===== src/rtl/lbuf_pkg.sv =====
// lbuf_pkg: shared types and widths for the line-buffer arbiter.
//   pixel_t       15-bit BGR555 pixel, {B,G,R}
//   lbuf_entry_t  queued write: {bank, col[8:0], pixel}
//   LBUF_ADDR_W   line RAM address width, {bank, col}
package lbuf_pkg;

    localparam int LBUF_ADDR_W = 10;
    localparam int LBUF_COL_W  = 9;
    localparam int LBUF_LVL_W  = 5;   // holds 0..16 entries

    typedef logic [14:0] pixel_t;

    typedef struct packed {
        logic                  bank;
        logic [LBUF_COL_W-1:0] col;
        pixel_t                pixel;
    } lbuf_entry_t;

    function automatic logic [LBUF_ADDR_W-1:0] entry_addr(input lbuf_entry_t e);
        return {e.bank, e.col};
    endfunction

endpackage


===== src/rtl/line_buf_arbiter_if.sv =====
// line_buf_arbiter_if: bus to the single-port line RAM (1-cycle synchronous read).
//   ram_addr  {bank, col}
//   ram_we    write strobe
//   ram_wdata write data
//   ram_rdata read data, valid the cycle after the address was presented
// Modports: master = arbiter side, slave = RAM side.
interface line_buf_arbiter_if;
    import lbuf_pkg::*;

    logic [LBUF_ADDR_W-1:0] ram_addr;
    logic                   ram_we;
    pixel_t                 ram_wdata;
    pixel_t                 ram_rdata;

    modport master (output ram_addr, output ram_we, output ram_wdata, input ram_rdata);
    modport slave  (input ram_addr, input ram_we, input ram_wdata, output ram_rdata);
endinterface


===== src/rtl/lbuf_fifo.sv =====
// lbuf_fifo: synchronous write queue with show-ahead head.
//   clk, reset  clock, synchronous active-high reset
//   flush_i     empty the queue; a same-cycle push lands in the emptied queue
//   push_i      enqueue din_i (caller guarantees room, or a same-cycle pop)
//   pop_i       drop the head (caller guarantees non-empty)
//   head_o      current head entry, valid while !empty_o
//   empty_o, full_o, level_o   occupancy, level registered (0..DEPTH)
module lbuf_fifo
    import lbuf_pkg::*;
#(
    parameter int DEPTH = 4
) (
    input  logic                  clk,
    input  logic                  reset,
    input  logic                  flush_i,
    input  logic                  push_i,
    input  lbuf_entry_t           din_i,
    input  logic                  pop_i,
    output lbuf_entry_t           head_o,
    output logic                  empty_o,
    output logic                  full_o,
    output logic [LBUF_LVL_W-1:0] level_o
);
    localparam int PTR_W = $clog2(DEPTH);
    localparam logic [LBUF_LVL_W-1:0] DEPTH_LVL = LBUF_LVL_W'(DEPTH);

    lbuf_entry_t           mem_q [DEPTH];
    logic [PTR_W-1:0]      wr_ptr_q, rd_ptr_q;
    logic [LBUF_LVL_W-1:0] level_q;
    logic [PTR_W-1:0]      wr_slot;

    // A flush rewinds both pointers, so a coincident push goes to slot 0.
    assign wr_slot = flush_i ? '0 : wr_ptr_q;

    // NOTE: sequential state uses non-blocking assignments so every flop
    // samples pre-edge values regardless of statement order.
    always_ff @(posedge clk) begin
        if (reset) begin
            wr_ptr_q <= '0;
            rd_ptr_q <= '0;
            level_q  <= '0;
        end else if (flush_i) begin
            rd_ptr_q <= '0;
            wr_ptr_q <= push_i ? PTR_W'(1) : '0;
            level_q  <= LBUF_LVL_W'(push_i);
        end else begin
            if (push_i) wr_ptr_q <= wr_ptr_q + 1'b1;
            if (pop_i)  rd_ptr_q <= rd_ptr_q + 1'b1;
            level_q <= level_q + LBUF_LVL_W'(push_i) - LBUF_LVL_W'(pop_i);
        end
    end

    // NOTE: storage is deliberately not reset; the pointers and level define
    // which slots are meaningful, and an unreset array maps to plain RAM/regs.
    always_ff @(posedge clk) begin
        if (push_i) mem_q[wr_slot] <= din_i;
    end

    assign head_o  = mem_q[rd_ptr_q];
    assign empty_o = (level_q == '0);
    assign full_o  = (level_q == DEPTH_LVL);
    assign level_o = level_q;
endmodule


===== src/rtl/line_buf_arbiter.sv =====
// line_buf_arbiter: double-banked line buffer arbiter between a PPU pixel
// writer and scan-out reads on one single-port line RAM.
//   clk, reset                  clock, synchronous active-high reset
//   wr_valid, wr_pixel          PPU pixel strobe and BGR555 data
//   wr_line_start, frame_start  line toggles the write bank; frame flushes all
//   rd_en, rd_col               scan-out read of the bank not being written
//   rd_pixel, rd_valid          read data one cycle after rd_en (0 otherwise)
//   ram                         line RAM bus (master side)
//   wr_overflow                 sticky pixel-drop flag, cleared by frame_start
//   fifo_level                  write-queue occupancy
//   drop_count                  dropped-pixel count (LBUF_STATS_EN), else 0
// Build option: define LBUF_STATS_EN to include the saturating drop counter.
module line_buf_arbiter
    import lbuf_pkg::*;
#(
    parameter int LINE_W     = 256,
    parameter int FIFO_DEPTH = 4
) (
    input  logic                  clk,
    input  logic                  reset,
    input  logic                  wr_valid,
    input  pixel_t                wr_pixel,
    input  logic                  wr_line_start,
    input  logic                  frame_start,
    input  logic                  rd_en,
    input  logic [LBUF_COL_W-1:0] rd_col,
    output pixel_t                rd_pixel,
    output logic                  rd_valid,
    line_buf_arbiter_if.master    ram,
    output logic                  wr_overflow,
    output logic [LBUF_LVL_W-1:0] fifo_level,
    output logic [15:0]           drop_count
);
    // The column counter is one bit wider than a RAM column so it can rest
    // at LINE_W (up to 512) once a line is full.
    localparam int CNT_W = LBUF_COL_W + 1;
    localparam logic [CNT_W-1:0] COL_LIMIT = CNT_W'(LINE_W);

    logic             wr_bank_q, wr_bank_d;
    logic [CNT_W-1:0] wr_col_q, wr_col_d;
    logic             wr_overflow_q, wr_overflow_d;
    logic             rd_valid_q;

    logic        flush, push, pop;
    lbuf_entry_t push_entry, head;
    logic        fifo_empty, fifo_full;

    lbuf_fifo #(.DEPTH(FIFO_DEPTH)) u_fifo (
        .clk     (clk),
        .reset   (reset),
        .flush_i (flush),
        .push_i  (push),
        .din_i   (push_entry),
        .pop_i   (pop),
        .head_o  (head),
        .empty_o (fifo_empty),
        .full_o  (fifo_full),
        .level_o (fifo_level)
    );

    // Write side: frame_start, then wr_line_start, then the pixel itself.
    // NOTE: every signal gets a default first so no path leaves one unassigned
    // (which would infer a latch).
    always_comb begin
        wr_bank_d     = wr_bank_q;
        wr_col_d      = wr_col_q;
        wr_overflow_d = wr_overflow_q;
        flush         = 1'b0;
        push          = 1'b0;
        push_entry    = '0;

        if (frame_start) begin
            wr_bank_d     = 1'b0;
            wr_col_d      = '0;
            flush         = 1'b1;
            wr_overflow_d = 1'b0;
        end
        if (wr_line_start) begin
            wr_bank_d = ~wr_bank_d;
            wr_col_d  = '0;
        end

        // The RAM slot goes to a write only when no read wants it; nothing
        // queued before a frame_start may reach the RAM.
        pop = !rd_en && !fifo_empty && !frame_start;

        if (wr_valid) begin
            // A full queue still accepts when the head leaves this cycle.
            if (wr_col_d < COL_LIMIT && (!fifo_full || pop || flush)) begin
                push       = 1'b1;
                push_entry = '{bank: wr_bank_d, col: wr_col_d[LBUF_COL_W-1:0], pixel: wr_pixel};
                wr_col_d   = wr_col_d + 1'b1;
            end else begin
                wr_overflow_d = 1'b1;
            end
        end
    end

    // RAM slot schedule; held idle (all zero) while reset is asserted.
    always_comb begin
        ram.ram_addr  = '0;
        ram.ram_we    = 1'b0;
        ram.ram_wdata = '0;
        if (!reset) begin
            if (rd_en) begin
                ram.ram_addr = {~wr_bank_q, rd_col};
            end else if (pop) begin
                ram.ram_addr  = entry_addr(head);
                ram.ram_we    = 1'b1;
                ram.ram_wdata = head.pixel;
            end
        end
    end

    always_ff @(posedge clk) begin
        if (reset) begin
            wr_bank_q     <= 1'b0;
            wr_col_q      <= '0;
            wr_overflow_q <= 1'b0;
            rd_valid_q    <= 1'b0;
        end else begin
            wr_bank_q     <= wr_bank_d;
            wr_col_q      <= wr_col_d;
            wr_overflow_q <= wr_overflow_d;
            rd_valid_q    <= rd_en;
        end
    end

    assign rd_valid    = rd_valid_q;
    assign rd_pixel    = rd_valid_q ? ram.ram_rdata : '0;
    assign wr_overflow = wr_overflow_q;

`ifdef LBUF_STATS_EN
    logic        drop;
    logic [15:0] drop_cnt_q;

    assign drop = wr_valid && !push;

    always_ff @(posedge clk) begin
        if (reset) begin
            drop_cnt_q <= '0;
        end else if (drop && drop_cnt_q != 16'hFFFF) begin
            drop_cnt_q <= drop_cnt_q + 16'd1;
        end
    end

    assign drop_count = drop_cnt_q;
`else
    assign drop_count = '0;
`endif
endmodule


===== src/flat_wrapper.sv =====
// flat-port wrapper written by rule: the top's interface ports become plain ports
module line_buf_arbiter_flat import lbuf_pkg::*;
#(
    parameter int LINE_W     = 256,
    parameter int FIFO_DEPTH = 4
)
  (clk, reset, wr_valid, wr_pixel, wr_line_start, frame_start, rd_en, rd_col, rd_pixel, rd_valid, wr_overflow, fifo_level, drop_count, ram_ram_addr, ram_ram_we, ram_ram_wdata, ram_ram_rdata);
  line_buf_arbiter_if ram_i ();
  input  logic clk;
  input  logic reset;
  input  logic wr_valid;
  input  pixel_t wr_pixel;
  input  logic wr_line_start;
  input  logic frame_start;
  input  logic rd_en;
  input  logic [LBUF_COL_W-1:0] rd_col;
  output pixel_t rd_pixel;
  output logic rd_valid;
  output logic wr_overflow;
  output logic [LBUF_LVL_W-1:0] fifo_level;
  output logic [15:0] drop_count;
  output wire logic [$bits(ram_i.ram_addr)-1:0] ram_ram_addr;
  output wire logic [$bits(ram_i.ram_we)-1:0] ram_ram_we;
  output wire logic [$bits(ram_i.ram_wdata)-1:0] ram_ram_wdata;
  input wire logic [$bits(ram_i.ram_rdata)-1:0] ram_ram_rdata;
  assign ram_ram_addr = ram_i.ram_addr;
  assign ram_ram_we = ram_i.ram_we;
  assign ram_ram_wdata = ram_i.ram_wdata;
  assign ram_i.ram_rdata = ram_ram_rdata;
  line_buf_arbiter #(.LINE_W(LINE_W), .FIFO_DEPTH(FIFO_DEPTH)) u_core (.clk(clk), .reset(reset), .wr_valid(wr_valid), .wr_pixel(wr_pixel), .wr_line_start(wr_line_start), .frame_start(frame_start), .rd_en(rd_en), .rd_col(rd_col), .rd_pixel(rd_pixel), .rd_valid(rd_valid), .ram(ram_i), .wr_overflow(wr_overflow), .fifo_level(fifo_level), .drop_count(drop_count));
endmodule

===== config.mk =====
export PLATFORM = sky130hd
export DESIGN_NAME = line_buf_arbiter_flat
export DESIGN_NICKNAME = d
export VERILOG_FILES = /design/src/rtl/lbuf_pkg.sv /design/src/rtl/line_buf_arbiter_if.sv /design/src/rtl/lbuf_fifo.sv /design/src/rtl/line_buf_arbiter.sv /design/src/flat_wrapper.sv
export SDC_FILE = /design/constraint.sdc
export NUM_CORES = 1
export LEC_CHECK = 0
export CELL_PAD_IN_SITES_DETAIL_PLACEMENT = 1
export CELL_PAD_IN_SITES_GLOBAL_PLACEMENT = 1
export CORE_MARGIN = 2
export CORE_UTILIZATION = 38
export DETAILED_ROUTE_END_ITERATION = 10
export HOLD_SLACK_MARGIN = 0.02
export PLACE_DENSITY = 0.78
export RECOVER_POWER = 25
export SLEW_MARGIN = 40
export SYNTH_ARGS = -nofsm -noshare
export SYNTH_HDL_FRONTEND = slang
export SYNTH_SLANG_ARGS = --single-unit

===== constraint.sdc =====
create_clock -name clk -period 4.4 [get_ports clk]
set_input_delay 0.66 -clock clk [delete_from_list [all_inputs] [get_ports clk]]
set_output_delay 0.66 -clock clk [all_outputs]
set_load 0.01 [all_outputs]

Word-level counts from Yosys, hierarchy flattened. Memory sizes are Yosys's and may differ from the RTL's. A register that Yosys moved wholly into a read port is not among the register bits. Cells that the tools add are included.

Register bits after elaboration: 22. Bits in writable memories: 100. Input port bits: 45. Word-level logic and storage cells: 63. Memories: 1.

Memory list: u_core.u_fifo.mem_q (depth 4, width 25, rd ports 1, clocked after Yosys merged registers in 1, wr ports 1, line lbuf_fifo.sv:27) `lbuf_entry_t mem_q [DEPTH];`.

Add/subtract/negate cells: 5. Order comparisons: 1. Equal/unequal tests: 1. Mux-type cells: 33. Bitwise operators: 2. Reduce and logical (&&, ||, !) cells: 12.

Operators with widths (count): $mux 10 (7); $mux 15 (4); $mux 25 (2); $mux 1 (15); $add 10x1->10 const B (1); $lt 10x9->1 const B (1); $mux 2 (5); $add 5x1->5 (1); $eq 5x3->1 const B (1); $logic_not 5->1 (1); $sub 5x1->5 (1); $add 2x1->2 const B (2); $logic_not 1->1 (4); $logic_and 1x1->1 (3); $logic_or 1x1->1 (2); $not 1->1 (2); $reduce_bool 2->1 (1); $reduce_or 2->1 (1).

Longest topological paths before layout.
Depth after elaboration: 12. Gate-level depth with buffers: 15.

Hierarchy. From an unflattened synthesis, not the netlist that was laid out.

Cell total of the unflattened synthesis: 364. Area total of the unflattened synthesis: 5501.5 sq um.

Modules (own cells, without submodules): lbuf_fifo (times used 1, cells each 196, area each 4239.1 sq um, sequential area each 3223.1 sq um); line_buf_arbiter (times used 1, cells each 168, area each 1262.5 sq um, sequential area each 260.2 sq um).

Worst setup path after synthesis. Ideal clock, no wire load.

Path kind: input to register. Start: input wr_valid. End: memory u_core.u_fifo.mem_q[2][0] (netlist name), enable pin. Library setup time: 0.470 ns. Data arrival time: 3.803 ns. Required time: 3.930 ns. Slack: 0.126 ns. Cell stages on the path: 5. Cells stage by stage: clkbuf_1 > inv_1 > nor2_1 > inv_1 > nor4_1.

Cells in the longest elaborated chain, start to end: 3.

RTL lines: from (decl) (line flat_wrapper.sv:11) `input logic wr_valid;`; $mux 1 (line line_buf_arbiter.sv:87) `if (wr_valid) begin`; $mux 1 (line lbuf_fifo.sv:56) `if (push_i) mem_q[wr_slot] <= din_i;`; $mux 1 (not written as such) (line lbuf_fifo.sv:56); to (decl) (line lbuf_fifo.sv:27).

Every way passes these cells.

Worst setup path after layout.
Start: input frame_start. End: output ram_ram_addr[8].

Cells in the longest elaborated chain, start to end: 5.

RTL lines: from (decl) (line flat_wrapper.sv:14) `input logic frame_start;`; $logic_not 1->1 (line line_buf_arbiter.sv:85) `pop = !rd_en && !fifo_empty && !frame_start;`; $logic_and 1x1->1 (line line_buf_arbiter.sv:85); $mux 10 (line line_buf_arbiter.sv:107) `end else if (pop) begin`; $mux 10 (line line_buf_arbiter.sv:105) `if (rd_en) begin`; $mux 10 (line line_buf_arbiter.sv:104) `if (!reset) begin`; to (decl) (line flat_wrapper.sv:22) `output wire logic [$bits(ram_i.ram_addr)-1:0] ram_ram_addr;`.

Every way passes these cells.

==> qor.yml <==
cells_and_area:
  stdcell_area_um2: 7099
  final_nets: 528
  drive_gt1_share_pct: 14.99
  fillCellCount: 1383
  areaGrowthSynthToFinish_pct: 31.01
  diodes: 0
global_routing:
  grt_pass1_wl_um: 19610
  grt_pass1_vias: 3619
  grt_start_max_net_pins: 29
  globalRouteTotalUtil_pct: 17.63
  grt_antenna_before_repair: 0
  grt.overflow.total: 0
synthesis:
  synth_area_um2: 5419
  synth.top_cell.area_share_pct: 55.41
  synthMuxAreaShare_pct: 10.76
  synthAdderAreaFrac_pct: 2.217
  netlist_top_cells_count: "edfxtp_1 (100), and2_1 (33), mux4_2 (25), and3_1 (24), dfxtp_1 (24)"
  avgSynthCellArea_um2: 14.65
  synth_top_family_by_area: "simple AND/OR/NAND/NOR gates"
  synth_edf_count: 100
  synth-simple-area-share_pct: 11.78
  ys_seq_area_share_pct: 64.28
  yosys.cell_types.count: 42
  synth_compound_area_share_pct: 5.172
  synth_xor_area_share_pct: 0.9698
  yosys_warnings: 0
  post-synth-top-count-cell: "edfxtp_1"
  synthTopCellsByArea: "edfxtp_1 (55%), mux4_2 (10%), dfxtp_1 (8.9%)"
  synth_area_leader_cell: "edfxtp_1"
  synthFlopType: "edfxtp_1"
  ys_ff_latch: 124
  async_flop_share_pct: 0
  synthCells: 370
setup_path:
  cp-end-kind: "primary output"
  cp.arrival_ns: 3.03
  critPathSlowestCell: "dlygate4sd3_1"
  critical_path_required_ns: 3.74
  crit_chain: "dlygate4sd3_1 -> clkbuf_1 -> nor2_1 -> o21ai_1 -> nor2_2 -> buf_4 -> a22o_1 -> clkdlybuf4s50_1"
  critPathKind: "input port to primary output"
  critPathLaunchType: "input port"
  critPathBufInv: 4
  critPathMaxStageDelay_ns: 0.55
  crit_family: "buffers and inverters"
  reg2reg_slack_ns: 0.96
  crit_fanout: 11
detailed_routing:
  first_iter_violations: 196
  vias_per_cell: 5.109
  wl_met3_um: 776
  drcViolationCount: 0
  route.met2.wl_um: 6648
  dr_total_vias: 3408
  first_pass_iters: 4
  drt_wl_total_um: 12850
  wl_met1_um: 5297
  final_antenna_net_count: 0
  maxUsedRoutingLayer: "met4"
  wl_per_cell_um: 19.26
status:
  status: "complete, no violations"
power_and_ir_drop:
  p_per_area_nw_per_um2: 412.7
  irDropWorstVdd_mv: 0.2539
  switching_share_pct: 22.57
  power.leakage_uw: 0.002557
  seq_power_share_pct: 45.1
  pwr-share-comb_pct: 9.1
  intPower_uw: 2269
  clockPowerShare_pct: 45.8
  power.net_switching_uw: 661.1
clock_network:
  cts_sinks: 124
  clk_path_buf_depth: 2
  postCtsResizedCells: 0
  hold_buffers: 0
  cts_setup_buffers: 0
  clkLatencyLatePin_ns: 0.41
  h-tree-depth: 4
  clockRootBuffer: "clkbuf_16"
  cts_tree: "done"
  numCtsBuffers: 17
  clkSlewWorstSetupHoldPaths_ns: 0.05
sta:
  relSlewSlack_pct: 46.56
  worstMarginPinSlew_ns: 0.8007
  finalHoldViolations: 0
  max_freq_mhz: 270.9
  period_needed_ns: 3.692
  maxSlewViolCount: 0
  rsz0062_at_grt: "false"
  timing.final.crit_share_pct: 83.90
  setup_violations: 0
  fin_setup_tns_ns: 0
  clock_skew_ns: 0.008906
floorplan:
  initial_core_util_pct: 39.04
  die-width_um: 123.4
  rows: 43
  dieHeight_um: 123.4
  dieArea_um2: 15230
  core_area_um2: 13880
  ios: 109
placement:
  placed_area_um2: 6536
  port-buffer-count: 92
  gp_congestion: 0.8415
  place_hpwl_um: 8053
min_path:
  min_path_type: "register to register"
flow_run:
  maxCapViolations: 0
-- metrics by stage --
| step | instances | setup WS [ns] | total power (µW) | hold WS (ns) | util (%) |
|---|---|---|---|---|---|
| finish | 667 | 0.7084 | 2930 | 0.4683 | 51.14 |
| global route | 667 | 0.4953 | 3020 | 0.4953 | 51.14 |
| CTS | 667 | 0.8013 | 2962 | 0.4664 | 51.20 |
| detailed placement | 635 | 0.4342 | 1616 | 0.4507 | 47.09 |
| global placement | 635 | 0.6279 | 1605 | 0.4486 | 47.06 |
| floorplan | 389 | 0.1264 | 1497 | 0.4305 | - |
-- power by group through the flow --
stage               registers, µW  clock network, µW  logic [µW]
finish                       1320               1340         267
global route                 1330               1400         293
CTS                          1320               1370         275
detailed placement           1340                  0         271
global placement             1340                  0         263
floorplan                    1340                  0         161
-- flip-flops by register name, summed over array words and instances (netlist names), named ones only --
| register | count |
|---|---|
| u_core.u_fifo.mem_q | 100 |
| u_core.wr_col_q | 10 |
| u_core.u_fifo.level_o | 5 |
| u_core.u_fifo.rd_ptr_q | 2 |
| u_core.u_fifo.wr_ptr_q | 2 |
| u_core.rd_valid | 1 |
| u_core.wr_bank_q | 1 |
| u_core.wr_overflow | 1 |
-- area by class of cell --
cell class	count	area (µm²)	area share [%]
clock buffers	17	425.4	5.992
flip-flops and latches	124	3488	49.14
repair buffers	102	988.4	13.92
well taps	180	225.2	3.172
inverters	15	56.30	0.7931
multi-input cells	214	1770	24.94
clock inverters	15	145.1	2.044
-- cells by family (layout without fill, tap and decap cells) --
| kind of cell | Yosys count | count (layout) |
|---|---|---|
| flip-flops | 124 | 124 |
| AND/OR/NAND/NOR | 114 | 114 |
| buffers and inverters | 51 | 149 |
| AO/OA/AOI/OAI | 38 | 38 |
| multiplexers | 27 | 27 |
| adder cells (fa/ha/maj) | 9 | 9 |
| XOR/XNOR | 6 | 6 |
| other | 1 | 20 |
-- worst register-to-register path, stage by stage (launching register included) --
cell and delay, ns:
dfxtp_1 0.36, or3_4 0.42, o32ai_4 0.46, nor2_1 0.21, inv_1 0.29, ha_1 0.30
inv_1 0.06, ha_1 0.16, inv_1 0.05, fa_1 0.39, nand2b_1 0.16, a21oi_1 0.19
o21ai_0 0.10, nor3b_1 0.14
-- cell usage in the layout (no fill, tap or decap), types with 4 or more instances in the layout --
master	Yosys	layout
dfxtp_1	24	22
nand2_1	9	9
conb_1	1	20
edfxtp_1	100	100
inv_1	14	15
a21oi_1	12	12
clkinvlp_4	0	5
and2_1	33	32
mux4_2	25	25
or3_1	4	4
buf_4	16	8
a22o_1	10	10
clkbuf_16	0	17
and3_1	24	24
o21ai_0	5	5
nor2_1	22	20
nand4_1	4	4
clkdlybuf4s50_1	0	83
ha_1	8	8
dlygate4sd3_1	0	9
-- metal layers --
layer | up-vias | global-route usage (%)
li1 | 1554 | -
met1 | 1729 | 20.61
met2 | 116 | 31.25
met3 | 9 | 5.397
met4 | 0 | 4.901
met5 | - | 0
-- worst paths after layout --
kind,startpoint,endpoint,cells past startpoint
hold reg to reg,u_core.wr_col_q[9]$_SDFF_PP0_,u_core.wr_col_q[9]$_SDFF_PP0_,1
setup / recovery,frame_start,ram_ram_addr[8],8
setup reg to reg,u_core.u_fifo.level_o[1]$_SDFF_PP0_,u_core.u_fifo.level_o[4]$_SDFF_PP0_,13
hold / removal,u_core.wr_col_q[9]$_SDFF_PP0_,u_core.wr_col_q[9]$_SDFF_PP0_,1
(Power assumes the default switching activity.)
